**config.mk**
```make
export PLATFORM = sky130hd
export DESIGN_NAME = pipe_arbiter_flat
export DESIGN_NICKNAME = d
export VERILOG_FILES = /design/src/rtl/pipe_arbiter_pkg.sv /design/src/rtl/pipe_arbiter_if.sv /design/src/rtl/pipe_arbiter_rr_arbiter.sv /design/src/rtl/pipe_arbiter.sv /design/src/flat_wrapper.sv
export SDC_FILE = /design/constraint.sdc
export NUM_CORES = 1
export LEC_CHECK = 0
export CORE_MARGIN = 10
export CORE_UTILIZATION = 35
export CTS_CLUSTER_SIZE = 30
export DETAILED_ROUTE_END_ITERATION = 12
export GPL_TIMING_DRIVEN = 0
export HOLD_SLACK_MARGIN = 0.02
export MAX_ROUTING_LAYER = met4
export PLACE_DENSITY = 0.65
export SYNTH_ARGS = -nofsm -noshare
export SYNTH_HDL_FRONTEND = slang
export SYNTH_HIERARCHICAL = 1
export SYNTH_SLANG_ARGS = --single-unit
```
**constraint.sdc**
```tcl
create_clock -name clk -period 8.2 [get_ports clk]
set_input_delay 0.82 -clock clk [delete_from_list [all_inputs] [get_ports clk]]
set_output_delay 0.82 -clock clk [all_outputs]
set_load 0.03 [all_outputs]
```
**src/rtl/pipe_arbiter_pkg.sv**
```systemverilog
// Shared types and helpers for pipe_arbiter: result tags, lock states,
// the round-robin pick function and the id-width helper.
package pipe_arbiter_pkg;

  localparam int MAX_REQ  = 32;
  localparam int MAX_ID_W = 5;

  typedef struct packed {
    logic                valid;
    logic [MAX_ID_W-1:0] id;
  } tag_t;

  typedef enum logic {
    LOCK_IDLE,
    LOCK_HELD
  } lock_state_e;

  function automatic int id_w(input int n);
    return (n <= 1) ? 1 : $clog2(n);
  endfunction

  // First set bit of valid_vec scanning upward from ptr and wrapping at num_req.
  // The result is meaningless when valid_vec has no bit set below num_req.
  function automatic logic [MAX_ID_W-1:0] rr_pick(
    input logic [MAX_REQ-1:0]  valid_vec,
    input logic [MAX_ID_W-1:0] ptr,
    input int                  num_req = MAX_REQ
  );
    logic [MAX_ID_W-1:0] pick;
    logic [MAX_ID_W:0]   idx;
    logic                found;
    pick  = ptr;
    found = 1'b0;
    for (int k = 0; k < MAX_REQ; k++) begin
      idx = {1'b0, ptr} + (MAX_ID_W+1)'(k);
      if (idx >= (MAX_ID_W+1)'(num_req)) idx = idx - (MAX_ID_W+1)'(num_req);
      if (!found && (k < num_req) && valid_vec[idx[MAX_ID_W-1:0]]) begin
        found = 1'b1;
        pick  = idx[MAX_ID_W-1:0];
      end
    end
    return pick;
  endfunction

endpackage

```
**src/rtl/pipe_arbiter_if.sv**
```systemverilog
// Requester, datapath and response signals of pipe_arbiter.
// slave is the arbiter side, master the requester/datapath side.
interface pipe_arbiter_if #(
  parameter int NUM_REQ    = 4,
  parameter int DATA_WIDTH = 8
);

  logic [NUM_REQ-1:0]            req_valid;
  logic [NUM_REQ-1:0]            req_ready;
  logic [NUM_REQ*DATA_WIDTH-1:0] req_data;
  logic [NUM_REQ-1:0]            req_last;
  logic [DATA_WIDTH-1:0]         pipe_din;
  logic                          pipe_din_valid;
  logic [DATA_WIDTH-1:0]         pipe_dout;
  logic [NUM_REQ-1:0]            rsp_valid;
  logic [DATA_WIDTH-1:0]         rsp_data;

  modport slave (
    input  req_valid, req_data, req_last, pipe_dout,
    output req_ready, pipe_din, pipe_din_valid, rsp_valid, rsp_data
  );

  modport master (
    output req_valid, req_data, req_last, pipe_dout,
    input  req_ready, pipe_din, pipe_din_valid, rsp_valid, rsp_data
  );

endinterface

```
**src/rtl/pipe_arbiter_rr_arbiter.sv**
```systemverilog
// Round-robin grant over the masked request vector plus the priority pointer.
// The pointer moves past the winner only when advance is asserted.
module rr_arbiter
  import pipe_arbiter_pkg::*;
#(
  parameter int NUM_REQ = 4
) (
  input  logic                      clk,
  input  logic                      rst,
  input  logic [NUM_REQ-1:0]        req_valid,
  input  logic [NUM_REQ-1:0]        mask,
  input  logic                      advance,
  output logic [NUM_REQ-1:0]        grant,
  output logic [id_w(NUM_REQ)-1:0]  grant_id
);

  localparam int ID_W = id_w(NUM_REQ);

  logic [ID_W-1:0]     ptr;
  logic [NUM_REQ-1:0]  eligible;
  logic [MAX_REQ-1:0]  eligible_ext;
  logic [MAX_ID_W-1:0] pick;

  assign eligible = req_valid & mask;

  always_comb begin
    eligible_ext                = '0;
    eligible_ext[NUM_REQ-1:0]   = eligible;
    pick                        = rr_pick(eligible_ext, MAX_ID_W'(ptr), NUM_REQ);
    grant_id                    = ID_W'(pick);
    grant                       = '0;
    if (|eligible) grant = NUM_REQ'(1) << grant_id;
  end

  always_ff @(posedge clk) begin
    if (rst) begin
      ptr <= '0;
    end else if (advance && (|grant)) begin
      ptr <= (grant_id == ID_W'(NUM_REQ-1)) ? '0 : grant_id + ID_W'(1);
    end
  end

endmodule

```
**src/rtl/pipe_arbiter.sv**
```systemverilog
// Round-robin front end sharing one fixed-latency datapath between requesters.
// Define PIPE_ARBITER_LOCK_EN to hold the grant on one requester until req_last.
module pipe_arbiter
  import pipe_arbiter_pkg::*;
#(
  parameter int NUM_REQ    = 4,
  parameter int DATA_WIDTH = 8,
  parameter int LATENCY    = 8
) (
  input logic           clk,
  input logic           rst,
  pipe_arbiter_if.slave bus
);

  localparam int ID_W = id_w(NUM_REQ);

  logic [NUM_REQ-1:0] grant;
  logic [NUM_REQ-1:0] mask;
  logic [ID_W-1:0]    grant_id;
  logic               advance;
  logic               handshake;
  tag_t               tag_head;
  tag_t               tag_out;

  assign handshake     = |grant;
  assign bus.req_ready = grant;

  rr_arbiter #(
    .NUM_REQ (NUM_REQ)
  ) u_rr (
    .clk       (clk),
    .rst       (rst),
    .req_valid (bus.req_valid),
    .mask      (mask),
    .advance   (advance),
    .grant     (grant),
    .grant_id  (grant_id)
  );

`ifdef PIPE_ARBITER_LOCK_EN
  lock_state_e     state_q, state_d;
  logic [ID_W-1:0] owner_q, owner_d;

  always_ff @(posedge clk) begin
    if (rst) begin
      state_q <= LOCK_IDLE;
      owner_q <= '0;
    end else begin
      state_q <= state_d;
      owner_q <= owner_d;
    end
  end

  // A locked burst only lets its owner through and freezes the pointer until
  // the owner's closing beat, which then moves the pointer past the owner.
  always_comb begin
    state_d = state_q;
    owner_d = owner_q;
    mask    = '1;
    advance = handshake;
    case (state_q)
      LOCK_IDLE: begin
        if (handshake && !bus.req_last[grant_id]) begin
          state_d = LOCK_HELD;
          owner_d = grant_id;
        end
      end
      LOCK_HELD: begin
        mask    = NUM_REQ'(1) << owner_q;
        advance = handshake && bus.req_last[owner_q];
        if (advance) state_d = LOCK_IDLE;
      end
      default: state_d = LOCK_IDLE;
    endcase
  end
`else
  assign mask    = '1;
  assign advance = handshake;
`endif

  // tag_head travels alongside pipe_din, so it is stage 0 of the tag line.
  always_ff @(posedge clk) begin
    if (rst) begin
      bus.pipe_din       <= '0;
      bus.pipe_din_valid <= 1'b0;
      tag_head           <= '0;
    end else begin
      bus.pipe_din_valid <= handshake;
      tag_head           <= '{valid: handshake, id: MAX_ID_W'(grant_id)};
      if (handshake) bus.pipe_din <= bus.req_data[int'(grant_id)*DATA_WIDTH +: DATA_WIDTH];
    end
  end

  if (LATENCY == 0) begin : g_no_delay
    assign tag_out = tag_head;
  end else begin : g_delay
    tag_t stage [LATENCY];

    always_ff @(posedge clk) begin
      if (rst) begin
        for (int i = 0; i < LATENCY; i++) stage[i] <= '0;
      end else begin
        stage[0] <= tag_head;
        for (int i = 1; i < LATENCY; i++) stage[i] <= stage[i-1];
      end
    end

    assign tag_out = stage[LATENCY-1];
  end

  always_ff @(posedge clk) begin
    if (rst) begin
      bus.rsp_valid <= '0;
      bus.rsp_data  <= '0;
    end else if (tag_out.valid) begin
      bus.rsp_valid <= NUM_REQ'(1) << tag_out.id;
      bus.rsp_data  <= bus.pipe_dout;
    end else begin
      bus.rsp_valid <= '0;
    end
  end

endmodule
```
**src/flat_wrapper.sv**
```systemverilog
// flat-port wrapper written by rule: the top's interface ports become plain ports
module pipe_arbiter_flat import pipe_arbiter_pkg::*;
#(
  parameter int NUM_REQ    = 4,
  parameter int DATA_WIDTH = 8,
  parameter int LATENCY    = 8
)
  (clk, rst, bus_req_valid, bus_req_data, bus_req_last, bus_pipe_dout, bus_req_ready, bus_pipe_din, bus_pipe_din_valid, bus_rsp_valid, bus_rsp_data);
  pipe_arbiter_if #(.NUM_REQ(NUM_REQ), .DATA_WIDTH(DATA_WIDTH)) bus_i ();
  input logic clk;
  input logic rst;
  input wire logic [$bits(bus_i.req_valid)-1:0] bus_req_valid;
  input wire logic [$bits(bus_i.req_data)-1:0] bus_req_data;
  input wire logic [$bits(bus_i.req_last)-1:0] bus_req_last;
  input wire logic [$bits(bus_i.pipe_dout)-1:0] bus_pipe_dout;
  output wire logic [$bits(bus_i.req_ready)-1:0] bus_req_ready;
  output wire logic [$bits(bus_i.pipe_din)-1:0] bus_pipe_din;
  output wire logic [$bits(bus_i.pipe_din_valid)-1:0] bus_pipe_din_valid;
  output wire logic [$bits(bus_i.rsp_valid)-1:0] bus_rsp_valid;
  output wire logic [$bits(bus_i.rsp_data)-1:0] bus_rsp_data;
  assign bus_i.req_valid = bus_req_valid;
  assign bus_i.req_data = bus_req_data;
  assign bus_i.req_last = bus_req_last;
  assign bus_i.pipe_dout = bus_pipe_dout;
  assign bus_req_ready = bus_i.req_ready;
  assign bus_pipe_din = bus_i.pipe_din;
  assign bus_pipe_din_valid = bus_i.pipe_din_valid;
  assign bus_rsp_valid = bus_i.rsp_valid;
  assign bus_rsp_data = bus_i.rsp_data;
  pipe_arbiter #(.NUM_REQ(NUM_REQ), .DATA_WIDTH(DATA_WIDTH), .LATENCY(LATENCY)) u_core (.clk(clk), .rst(rst), .bus(bus_i));
endmodule
```
==> flow_summary.ini <==
[sta]
period_needed_ns = 4.843
setup_tns_ns = 0
finalSetupViolations = 0
worst_slew_pin_slew_ns = 0.6416
fmax_mhz = 206.5
skew_ns = 0.004186
drv_slew = 0
period_share_pct = 59.06
max_slew_margin_pct = 57.23
final_hold_viol_count = 0
rsz0062_at_grt = false

[min_path]
hold_class = reg -> reg
hold_path_depth = 1
hp-start = u_core/g_delay.stage[1][11]
hold_end = u_core/g_delay.stage[2][5]

[cells_and_area]
n_antenna_cell = 0
drive_gt1_share_pct = 9.818
final_cell_area_um2 = 2995
finalCoreUtilization_pct = 53.41
finalNetCount = 330
fin_cells = 347
syn2layout_area_growth_pct = 45.27

[global_route]
globalRouteMet3Util_pct = 3.691
grtUsageTotal_pct = 9.893
grt_first_pass_wirelength_um = 7652
grt.busiest_layer = met2
antenna_found_initial = 0
gr-total-overflow = 0
grt_max_degree = 18
grt_pass1_vias = 1570
met1_usage_pct = 12.12
use_met2_pct = 14.88

[setup_path]
r2r-end = u_core/u_rr/ptr[0]
rrSetupSlack_ns = 3.88
setup.worst_path.start_class = register
cp_max_fo = 10
rr_startpoint = u_core/u_rr/ptr[1]
required_ns = 7.38
cp-end-kind = primary output
worstRegToRegCells = 15
worstPathArrival_ns = 4.02
path_class = reg -> out

[clock_tree]
cts-root-buf = clkbuf_8
cts_buffers = 5
cts_num_sinks = 49
clk_pin_slew_ns = 0.09
clock_latency_ns = 0.30
hold_buffers = 0
cts_tree = done
htreeDepth = 2
cts_resized = 0
cts_setup_buffers = 0
clockBufferDepth = 2

[die]
io_pins = 75
dieArea_um2 = 9362
rows = 27
initial_core_util_pct = 36.77
die_w_um = 96.76
coreArea_um2 = 5608
die_h_um = 96.76

[drt]
vias_per_cell = 4.594
post_drt_wl_per_cell_um = 13.29
vias = 1594
drt_iter0_drc = 32
dr.pass1.iters = 4
drc = 0
wl_um = 4611
antenna_left = 0

[yosys]
synth.distinct_cells = 41
yosysWarnings = 6
ys_top_cells_by_area = dfxtp_1 48%, mux4_2 9.8%, nor2b_1 8.5%, mux2i_1 4.4%, ha_1 3.6%
netlist_area_um2 = 2062
synth_top_area_share_pct = 47.57
synthFlopType = dfxtp_1
synthCells = 184
syn_avg_cell_area_um2 = 11.21
synth_top_area_cell = dfxtp_1
yosysSeqAreaShare_pct = 47.57
ys_seq_elements = 49
synth_edf_count = 0
ys_async_sr_fraction_pct = 0

[job]
max-cap-violations = 0

[place]
place_inst = 339
port_buffers = 70
placed_cell_area_um2 = 2902
dp.final_hpwl_um = 3642
finalWeightedCongestion = 0.7749

[power]
power.density_nw_per_um2 = 268.9
vdd_drop_max_mv = 0.3010
p_leak_nw = 1.145

[outcome]
outcome = finished clean
[state kept, by name (all words and copies together), names as in the netlist]
register / cells
u_core/tag_head: 3
u_core/bus.rsp_valid: 4
u_core/g_delay.stage: 24
u_core/u_rr/ptr: 2
u_core/bus.pipe_din: 8
u_core/bus.rsp_data: 8
[placed cells by master, fill, tap and decap left out, drive strengths merged, types with 2 or more instances in the layout]
master	count
a211oi	2
or4	2
buf	3
dfxtp	49
xnor2	2
nor3	3
conb	14
mux4	9
and4b	2
nor4bb	2
o21ai	4
a22o	8
and2	4
inv	4
o2111a	2
nand2	7
nor2b	28
nand3	4
ha	6
clkbuf	13
nor2	11
clkdlybuf4s50	70
mux2i	9
and3	3
and3b	2
[cell type report]
class / instances / area [µm²]
buffer: 11 / 51.30
timing repair buffer: 70 / 700.7
sequential: 49 / 980.9
tap: 72 / 90.09
multi-input combinational: 135 / 1071
fill: 521 / 2613
clock buffer: 5 / 68.82
inverter: 2 / 7.507
clock inverter: 3 / 25.02
[worst max-delay path, cell delays in order (launching register included)]
cell and delay (ns):
dfxtp_1 0.31, clkbuf_1 0.28, inv_1 0.11, ha_1 0.31, buf_6 0.14, and3b_2 0.20
o2111a_1 0.23, o21ai_0 0.46, or2b_1 0.21, mux2i_1 0.32, ha_1 0.29, and2_1 0.17
clkdlybuf4s50_1 0.68
[synth_stat cells (2+ instances only)]
library cell   n
nand2_1        6
o2111a_1       2
a22o_1         8
and4b_1        2
and2_1         4
and3b_2        2
nor3_1         3
o21ai_0        4
nand3_1        4
and3_1         3
clkbuf_1       7
nor4bb_1       2
inv_1          2
xnor2_1        2
nor2b_1       28
ha_1           6
mux2i_1        9
mux4_2         9
dfxtp_1       49
a211oi_1       2
nor2_1        10
[logic make-up after synthesis]
family / count (synthesis) / share of synthesized area, %
and+or+nand+nor: 71 / 20.87
DFF: 49 / 47.57
AOI/OAI and AO/OA: 23 / 9.284
muxes: 19 / 14.75
buffers and inverters: 13 / 2.852
adders and majority gates: 6 / 3.641
xor gates and xnor gates: 2 / 0.8497
other: 1 / 0.1819
[through the flow]
stage	hold WS, ns	worst slack [ns]	total power, mW
after floorplan	0.4138	4.160	0.5570
after global placement	0.4171	3.525	0.6684
after detailed placement	0.4223	3.500	0.6702
after CTS	0.4372	3.395	0.8169
after global routing	0.4551	3.119	0.8610
final	0.4410	3.357	0.8053
[worst max path at each step]
stage / startpoint / endpoint / slack [ns] / depth (start not counted)
after CTS: u_core/u_rr/ptr[1] / bus_req_ready[3] / 3.40 / 12
after detailed placement: bus_req_valid[3] / bus_req_ready[3] / 3.50 / 9
after floorplan: u_core/u_rr/ptr[1] / u_core/u_rr/ptr[0] / 4.16 / 15
after global routing: u_core/u_rr/ptr[1] / bus_req_ready[3] / 3.12 / 12
after global placement: bus_req_valid[3] / bus_req_ready[3] / 3.52 / 9
final: u_core/u_rr/ptr[1] / bus_req_ready[3] / 3.36 / 12
[power breakdown]
group | internal [mW] | switching, mW
Sequential | 0.266 | 0.0103
Combinational | 0.195 | 0.191
Clock | 0.0621 | 0.0805
Total | 0.523 | 0.282
[routing by layer]
| layer | up-vias | wire (µm) |
|---|---|---|
| li1 | 820 | - |
| met1 | 722 | 2213 |
| met2 | 46 | 2077 |
| met3 | 6 | 288 |
| met4 | 0 | 31 |
| met5 | - | 0 |
No activity file was read; power rests on OpenSTA's default activity.
